## src/rtl/alu_pkg.sv

```systemverilog
// Shared ALU definitions: datapath width, multiplier FSM encoding and the
// result-mux select codes that steer the multiplier product halves.
package alu_pkg;

    localparam int ALU_WIDTH = 32;

    typedef enum logic {
        MUL_IDLE = 1'b0,
        MUL_RUN  = 1'b1
    } mul_state_e;

    // Result mux selects; MUL takes prod_lo, MULH takes prod_hi.
    typedef enum logic [1:0] {
        ALU_OP_ADD  = 2'b00,
        ALU_OP_SUB  = 2'b01,
        ALU_OP_MUL  = 2'b10,
        ALU_OP_MULH = 2'b11
    } alu_op_e;

endpackage

```

## src/rtl/alu_add_w.sv

```systemverilog
// WIDTH-bit ripple adder with carry in/out, shared between the multiplier
// iteration and the ALU add/sub path.
module alu_add_w #(
    parameter int WIDTH = 32
) (
    input  logic [WIDTH-1:0] a,
    input  logic [WIDTH-1:0] b,
    input  logic             cin,
    output logic [WIDTH-1:0] sum,
    output logic             cout
);

    assign {cout, sum} = {1'b0, a} + {1'b0, b} + {{WIDTH{1'b0}}, cin};

endmodule

```

## src/rtl/alu_shift_mul.sv

```systemverilog
// Radix-2 shift-add unsigned multiplier feeding the ALU result mux; fixed
// WIDTH-cycle latency, product registered and held until the next result.
module alu_shift_mul
    import alu_pkg::*;
#(
    parameter int WIDTH = ALU_WIDTH,
    parameter int CNT_W = $clog2(WIDTH)
) (
    input  logic             clk,
    input  logic             rst_n,
    input  logic             start,
    input  logic [WIDTH-1:0] op_a,
    input  logic [WIDTH-1:0] op_b,
    output logic             busy,
    output logic             done,
    output logic [WIDTH-1:0] prod_lo,
    output logic [WIDTH-1:0] prod_hi
);

    mul_state_e       state_r, state_s;
    logic [WIDTH-1:0] acc_r, acc_s;
    logic [WIDTH-1:0] mq_r, mq_s;
    logic [WIDTH-1:0] mcand_r, mcand_s;
    logic [WIDTH-1:0] prod_lo_r, prod_lo_s;
    logic [WIDTH-1:0] prod_hi_r, prod_hi_s;
    logic [CNT_W-1:0] cnt_r, cnt_s;
    logic             done_r, done_s;
    logic             busy_r, busy_s;
    logic [WIDTH-1:0] addend_s;
    logic [WIDTH-1:0] sum_lo_s;
    logic             sum_co_s;
    logic             last_iter_s;

    assign addend_s    = mq_r[0] ? mcand_r : {WIDTH{1'b0}};
    assign last_iter_s = (cnt_r == CNT_W'(WIDTH - 1));

    alu_add_w #(.WIDTH(WIDTH)) u_add (
        .a    (acc_r),
        .b    (addend_s),
        .cin  (1'b0),
        .sum  (sum_lo_s),
        .cout (sum_co_s)
    );

    // Next-state and datapath update; the carry shifts into the acc MSB.
    always_comb begin
        state_s   = state_r;
        acc_s     = acc_r;
        mq_s      = mq_r;
        mcand_s   = mcand_r;
        cnt_s     = cnt_r;
        prod_lo_s = prod_lo_r;
        prod_hi_s = prod_hi_r;
        done_s    = 1'b0;
        case (state_r)
            MUL_IDLE: begin
                if (start) begin
                    mcand_s = op_a;
                    mq_s    = op_b;
                    acc_s   = {WIDTH{1'b0}};
                    cnt_s   = {CNT_W{1'b0}};
                    state_s = MUL_RUN;
                end else begin
                    state_s = MUL_IDLE;
                end
            end
            MUL_RUN: begin
                acc_s = {sum_co_s, sum_lo_s[WIDTH-1:1]};
                mq_s  = {sum_lo_s[0], mq_r[WIDTH-1:1]};
                cnt_s = cnt_r + CNT_W'(1);
                if (last_iter_s) begin
                    prod_hi_s = {sum_co_s, sum_lo_s[WIDTH-1:1]};
                    prod_lo_s = {sum_lo_s[0], mq_r[WIDTH-1:1]};
                    done_s    = 1'b1;
                    state_s   = MUL_IDLE;
                end else begin
                    state_s = MUL_RUN;
                end
            end
            default: begin
                state_s = MUL_IDLE;
            end
        endcase
        busy_s = (state_s == MUL_RUN);
    end

    // State, datapath and output registers.
    always_ff @(posedge clk or negedge rst_n) begin
        if (!rst_n) begin
            state_r   <= MUL_IDLE;
            acc_r     <= {WIDTH{1'b0}};
            mq_r      <= {WIDTH{1'b0}};
            mcand_r   <= {WIDTH{1'b0}};
            cnt_r     <= {CNT_W{1'b0}};
            prod_lo_r <= {WIDTH{1'b0}};
            prod_hi_r <= {WIDTH{1'b0}};
            done_r    <= 1'b0;
            busy_r    <= 1'b0;
        end else begin
            state_r   <= state_s;
            acc_r     <= acc_s;
            mq_r      <= mq_s;
            mcand_r   <= mcand_s;
            cnt_r     <= cnt_s;
            prod_lo_r <= prod_lo_s;
            prod_hi_r <= prod_hi_s;
            done_r    <= done_s;
            busy_r    <= busy_s;
        end
    end

    assign busy    = busy_r;
    assign done    = done_r;
    assign prod_lo = prod_lo_r;
    assign prod_hi = prod_hi_r;

endmodule

```

## config.mk

```make
export PLATFORM = sky130hd
export DESIGN_NAME = alu_shift_mul
export DESIGN_NICKNAME = d
export VERILOG_FILES = /design/src/rtl/alu_pkg.sv /design/src/rtl/alu_add_w.sv /design/src/rtl/alu_shift_mul.sv
export SDC_FILE = /design/constraint.sdc
export NUM_CORES = 1
export LEC_CHECK = 0
export ABC_AREA = 1
export BUFFER_PORTS_ARGS = -buffer_cell sky130_fd_sc_hd__buf_2
export CAP_MARGIN = 20
export CORE_MARGIN = 4
export CORE_UTILIZATION = 45
export CTS_CLUSTER_DIAMETER = 150
export DETAILED_ROUTE_END_ITERATION = 16
export GPL_TIMING_DRIVEN = 0
export PLACE_DENSITY_LB_ADDON = 0.2
export SLEW_MARGIN = 15
export SYNTH_ARGS = -nofsm -noshare
export SYNTH_HDL_FRONTEND = slang
export SYNTH_SLANG_ARGS = --single-unit
```

## constraint.sdc

```tcl
create_clock -name clk -period 2.4 [get_ports clk]
set_input_delay 0.12 -clock clk [delete_from_list [all_inputs] [get_ports clk]]
set_output_delay 0.12 -clock clk [all_outputs]
set_load 0.02 [all_outputs]
```

# Yosys cells after proc, flatten, opt, wreduce, memory -nomap -nowiden
# Cells that the tools add are included.
[totals]
output_inout_bits = 66
register_bits = 167
[classes]
add_sub_neg = 2
n_bitwise = 1
mux = 12
eq_ne = 2
n_reduce_logical = 2
[ops]
columns = ["operator", "count"]
rows = [
  ["one-hot mux 32 bit (2 select lines)", 2],
  ["2-to-1 mux 32 bit", 3],
  ["adder 32 x 32 -> 33 bit", 1],
  ["one-hot mux 5 bit (2 select lines)", 1],
  ["adder 5 x 1 -> 5 bit (second input constant)", 1],
  ["== test 5 bit (second input constant)", 1],
  ["2-to-1 mux 5 bit", 1],
  ["2-to-1 mux 1 bit", 4],
  ["AND reduction 2 bit", 2],
  ["!= test 2 bit (second input constant)", 1],
  ["one-hot mux 1 bit (2 select lines)", 1],
  ["NOT 1 bit", 1],
]

# Depth between registers and ports, before layout
[depth]
depth_word = 3
depth_mapped = 18
depth_no_buf = 16

# Hierarchy
# Synthesis repeated with hierarchy kept, for this count alone.
[hier_totals]
hier_cells = 1289
area_unflattened_um2 = 9076.2
[modules_own_cells]
columns = ["module", "cells_per_inst", "area_each_um2", "instances", "seq_area_each_um2"]
rows = [
  ["alu_shift_mul", 784, 6682.7, 1, 4179.0],
  ["alu_add_w", 505, 2393.5, 1, 0.0],
]

# Worst setup path before layout
# OpenSTA, ideal clock, no wires.
[synth_path]
kind = "reg-to-reg"
start = "register mq_r[0]"
end = "register acc_r[27]"
setup_slack_ns = 0.072
t_arrival_ns = 2.211
t_required_ns = 2.282
n_path_buf = 2
path_stages_with_launch = 18
cell_sequence = "dfrtp_1 > clkbuf_1 > clkbuf_1 > nand2_1 > inv_1 > ha_1 > inv_1 > fa_1 > inv_1 > nand3_1 > nand3_1 > nand3_1 > nand3_1 > nand2_1 > nand2_1 > nand2_1 > nand3_1 > nand2_1"
[synth_between]
elab_chain_len = 3
[synth_rtl]
columns = ["element", "line_no", "source"]
rows = [
  ["from (decl)", "alu_shift_mul.sv:22", "logic [WIDTH-1:0] mq_r, mq_s;"],
  ["from (signal assigned)", "alu_shift_mul.sv:92", "mq_r <= {WIDTH{1'b0}};"],
  ["from (signal assigned)", "alu_shift_mul.sv:102", "mq_r <= mq_s;"],
  ["2-to-1 mux 32 bit", "alu_shift_mul.sv:34", "assign addend_s = mq_r[0] ? mcand_r : {WIDTH{1'b0}};"],
  ["adder 32 x 32 -> 33 bit", "alu_add_w.sv:13", "assign {cout, sum} = {1'b0, a} + {1'b0, b} + {{WIDTH{1'b0}}, cin};"],
  ["one-hot mux 32 bit (2 select lines)", "alu_shift_mul.sv:55", "case (state_r)"],
  ["to (signal assigned)", "alu_shift_mul.sv:91", "acc_r <= {WIDTH{1'b0}};"],
  ["to (signal assigned)", "alu_shift_mul.sv:101", "acc_r <= acc_s;"],
  ["to (decl)", "alu_shift_mul.sv:21", "logic [WIDTH-1:0] acc_r, acc_s;"],
]
# No other way between the ends.
# A chain may end at the register's enable or synchronous reset.

# Worst setup path in the final report
[layout_path]
start = "register mq_r[0]"
end = "register prod_hi_r[29], in the netlist prod_hi[29]"
[layout_between]
elab_chain_len = 2
[layout_rtl]
columns = ["element", "line_no", "source"]
rows = [
  ["2-to-1 mux 32 bit", "alu_shift_mul.sv:34", ""],
  ["adder 32 x 32 -> 33 bit", "alu_add_w.sv:13", ""],
  ["to (signal assigned)", "alu_shift_mul.sv:96", "prod_hi_r <= {WIDTH{1'b0}};"],
  ["to (signal assigned)", "alu_shift_mul.sv:106", "prod_hi_r <= prod_hi_s;"],
  ["to (decl)", "alu_shift_mul.sv:25", "logic [WIDTH-1:0] prod_hi_r, prod_hi_s;"],
]
# No other way between the ends.

==> out/results.txt <==
status: complete, no violations
Post-Route Utilization: 0.601
area leader, netlist: dfrtp_1
num ports: 133
Setup crit end kind: register
Cell Int Power: 8420 uW
Data required, critical path: 2730 ps
TNS Setup: 0 ps
sw power: 6820 uW
Critical Path AT: 2640 ps
Detailed Route Iter0 Violations: 513
ratio of cells with drive above 1 in the final layout: 0.194
largest cells by area after synthesis: dfrtp_1, nand2_1, inv_1
Switching Share: 0.448
full die area: 22300 sq um
P_leak: 0.00647 uW
max frequency: 433 MHz
clk buf depth: 2
final worst slack: 89.4 ps
r2r endpoint: prod_hi[29]$_DFFE_PN0P_
commonest non-fill, non-tap cell in the layout: nand2_1
storage element area: 4180 sq um
clk sinks: 167
Setup Skew: 17.0 ps
Root Driver: clkbuf_16
post-synthesis average cell area: 7.36 sq um
TritonCTS clock tree: built
Fin. Hold Viols: 0
distinct cell type count after synthesis: 31
syn nets: 1322
Post-synth EDFFs: 0
GR Overflow Total: 0
DP Wirelength: 18.3 mm
routability cong.: 0.965
Hold WS: 40.4 ps
Clock transition at path regs: 80 ps
DRT Pass-1 Iters: 5
global-route wire length before repair: 41.2 mm
DR vias: 8409
Peak VDD IR: 0.642 mV
Cell Pwr Density: 1300 nW/um^2
Overall Global Routing Usage: 0.232
CTS buffer count: 17
Rows: 51
RSZ-0062 raised after global routing: true
IO buf count: 132
critical path class: reg -> reg
post-route ant nets: 0
initial antenna violation count: 0
min-delay worst type: in -> reg
hold path startpoint: start
crit path max fanout: 9
combinational power share: 0.499
Ys Warns: 0
H-tree Lvls: 4
# fillers: 1844
WHS Endpoint: acc_r[4]$_DFFE_PN0P_
DRC: 0
final max-slew violation count: 0
final wirelength: 25.3 mm
fin crit period: 2310 ps
Area Growth Syn to Fin: 30.8%
Worst Setup Start Kind: register
vias in the first global route: 8248
Nets: 1545
slew margin rel.: 0.607
pre-CTS setup slack: -683 ps
Worst-Skew Late Latency: 440 ps
Finish-stage setup viols: 0
Critical R2R Launch: mq_r[0]$_DFFE_PN0P_
area share of the largest cell type after synthesis: 0.466
Mapped Area: 8970 sq um
Tot Pwr: 15200 uW
Post-synth ARST share: 1.00
worst reg2reg path depth: 15
Die Y: 149 um
Synth Instances: 1220
area of the multi-input gates: 4340 sq um
Hold Path Cell Cnt: 4
synthesized flop and latch total: 167
largest net degree at the start of global routing: 103
worst reg2reg setup slack: 90 ps
Most used DFF post-synth: dfrtp_1
Flop pwr share: 0.319
worst slew pin tran: 589 ps
DR WL/cell: 14.7 um
Max Cap Viol: 0
Clock power frac: 0.182
crit share post-route: 0.963
post-synthesis sequential area ratio: 0.466
core area: 19500 sq um
Starting Density: 0.460
DR vias/cell: 4.88
chip width: 149 um
most frequent cells in the layout: nand2_1, inv_1, dfrtp_1
flip-flops by register name, indices dropped and copies added, names as in the netlist:
register / count
acc_r: 32
busy: 1
cnt_r: 5
done: 1
mcand_r: 32
mq_r: 32
prod_hi: 32
prod_lo: 32
power groups by stage:
stage,Sequential (uW),Clock (uW),Combinational [uW]
2_1_floorplan,5220,0,4320
3_3_place_gp,4780,0,6550
3_5_place_dp,4800,0,6670
4_1_cts,4790,2810,6870
5_1_grt,5010,2930,8570
6_report,4860,2770,7620
timing repair:
item,4_1_cts,5_1_grt
pin swaps,0,7
endpoints found under the setup margin,58,46
resized for setup,16,78
endpoints found under the hold margin,129,0
setup buffers,2,5
hold buffers,65,0
gates cloned,0,0
logic make-up (layout without fill, tap and decap cells):
group	after synthesis	after routing	synth area share
xor+xnor	13	13	0.0127
other cells	0	1	0
simple gates	661	661	0.294
buf+inv	225	461	0.0963
fa+ha+maj	35	35	0.0496
compound gates	119	119	0.0821
flops	167	167	0.466
routing by layer:
layer	global-route usage	routed length, um
met5	0	0
met4	0.0650	407
met3	0.0374	1330
met2	0.366	11400
met1	0.334	12100
cell type report:
type | instances | area share
well taps | 265 | 0.0282
repair buffers | 205 | 0.120
plain buffers | 39 | 0.0155
clock buffers | 17 | 0.0362
multi-input cells | 828 | 0.370
flip-flops and latches | 167 | 0.356
clock inverters | 15 | 0.0145
inverters | 185 | 0.0592
diodes | 1 | 0.000213
per-stage QoR:
step / cells / instance area, sq um
floorplan: 1220 / 8970
global placement: 1617 / 9970
detailed placement: 1618 / 10000
CTS: 1716 / 11300
global route: 1721 / 11700
finish: 1722 / 11700
synthesized netlist by cell type (5+ instances only):
| library cell | number |
|---|---|
| nand2_1 | 526 |
| inv_1 | 182 |
| dfrtp_1 | 167 |
| nand3_1 | 63 |
| o21ai_0 | 53 |
| nor2_1 | 46 |
| ha_1 | 34 |
| o221ai_1 | 31 |
| clkbuf_1 | 24 |
| a21oi_1 | 20 |
| buf_2 | 16 |
| xnor2_1 | 10 |
| o21ai_1 | 6 |
| nand2_2 | 5 |
| nand3b_1 | 5 |
| nor3_1 | 5 |
worst max-delay path by stage:
stage                   startpoint                      end  cells past startpoint
2_1_floorplan  mq_r[0]$_DFFE_PN0P_    acc_r[27]$_DFFE_PN0P_                     17
3_3_place_gp                 rst_n  prod_lo[12]$_DFFE_PN0P_                      1
3_5_place_dp   mq_r[0]$_DFFE_PN0P_    acc_r[31]$_DFFE_PN0P_                     18
4_1_cts        mq_r[0]$_DFFE_PN0P_  prod_hi[16]$_DFFE_PN0P_                     15
5_1_grt        mq_r[0]$_DFFE_PN0P_    acc_r[31]$_DFFE_PN0P_                     17
6_report       mq_r[0]$_DFFE_PN0P_  prod_hi[29]$_DFFE_PN0P_                     15
critical path, stage by stage (launching register included):
cell and delay (ps):
dfrtp_2 460, clkbuf_8 160, buf_12 130, nand2_1 80, inv_1 70, ha_4 230
nand2_1 90, inv_1 50, nand2_1 110, inv_1 100, a21oi_2 170, nand2_2 130
nand2_1 140, nand3_1 100, nand3_1 120, nand2_1 60
Power figures use the tool's default switching activity.
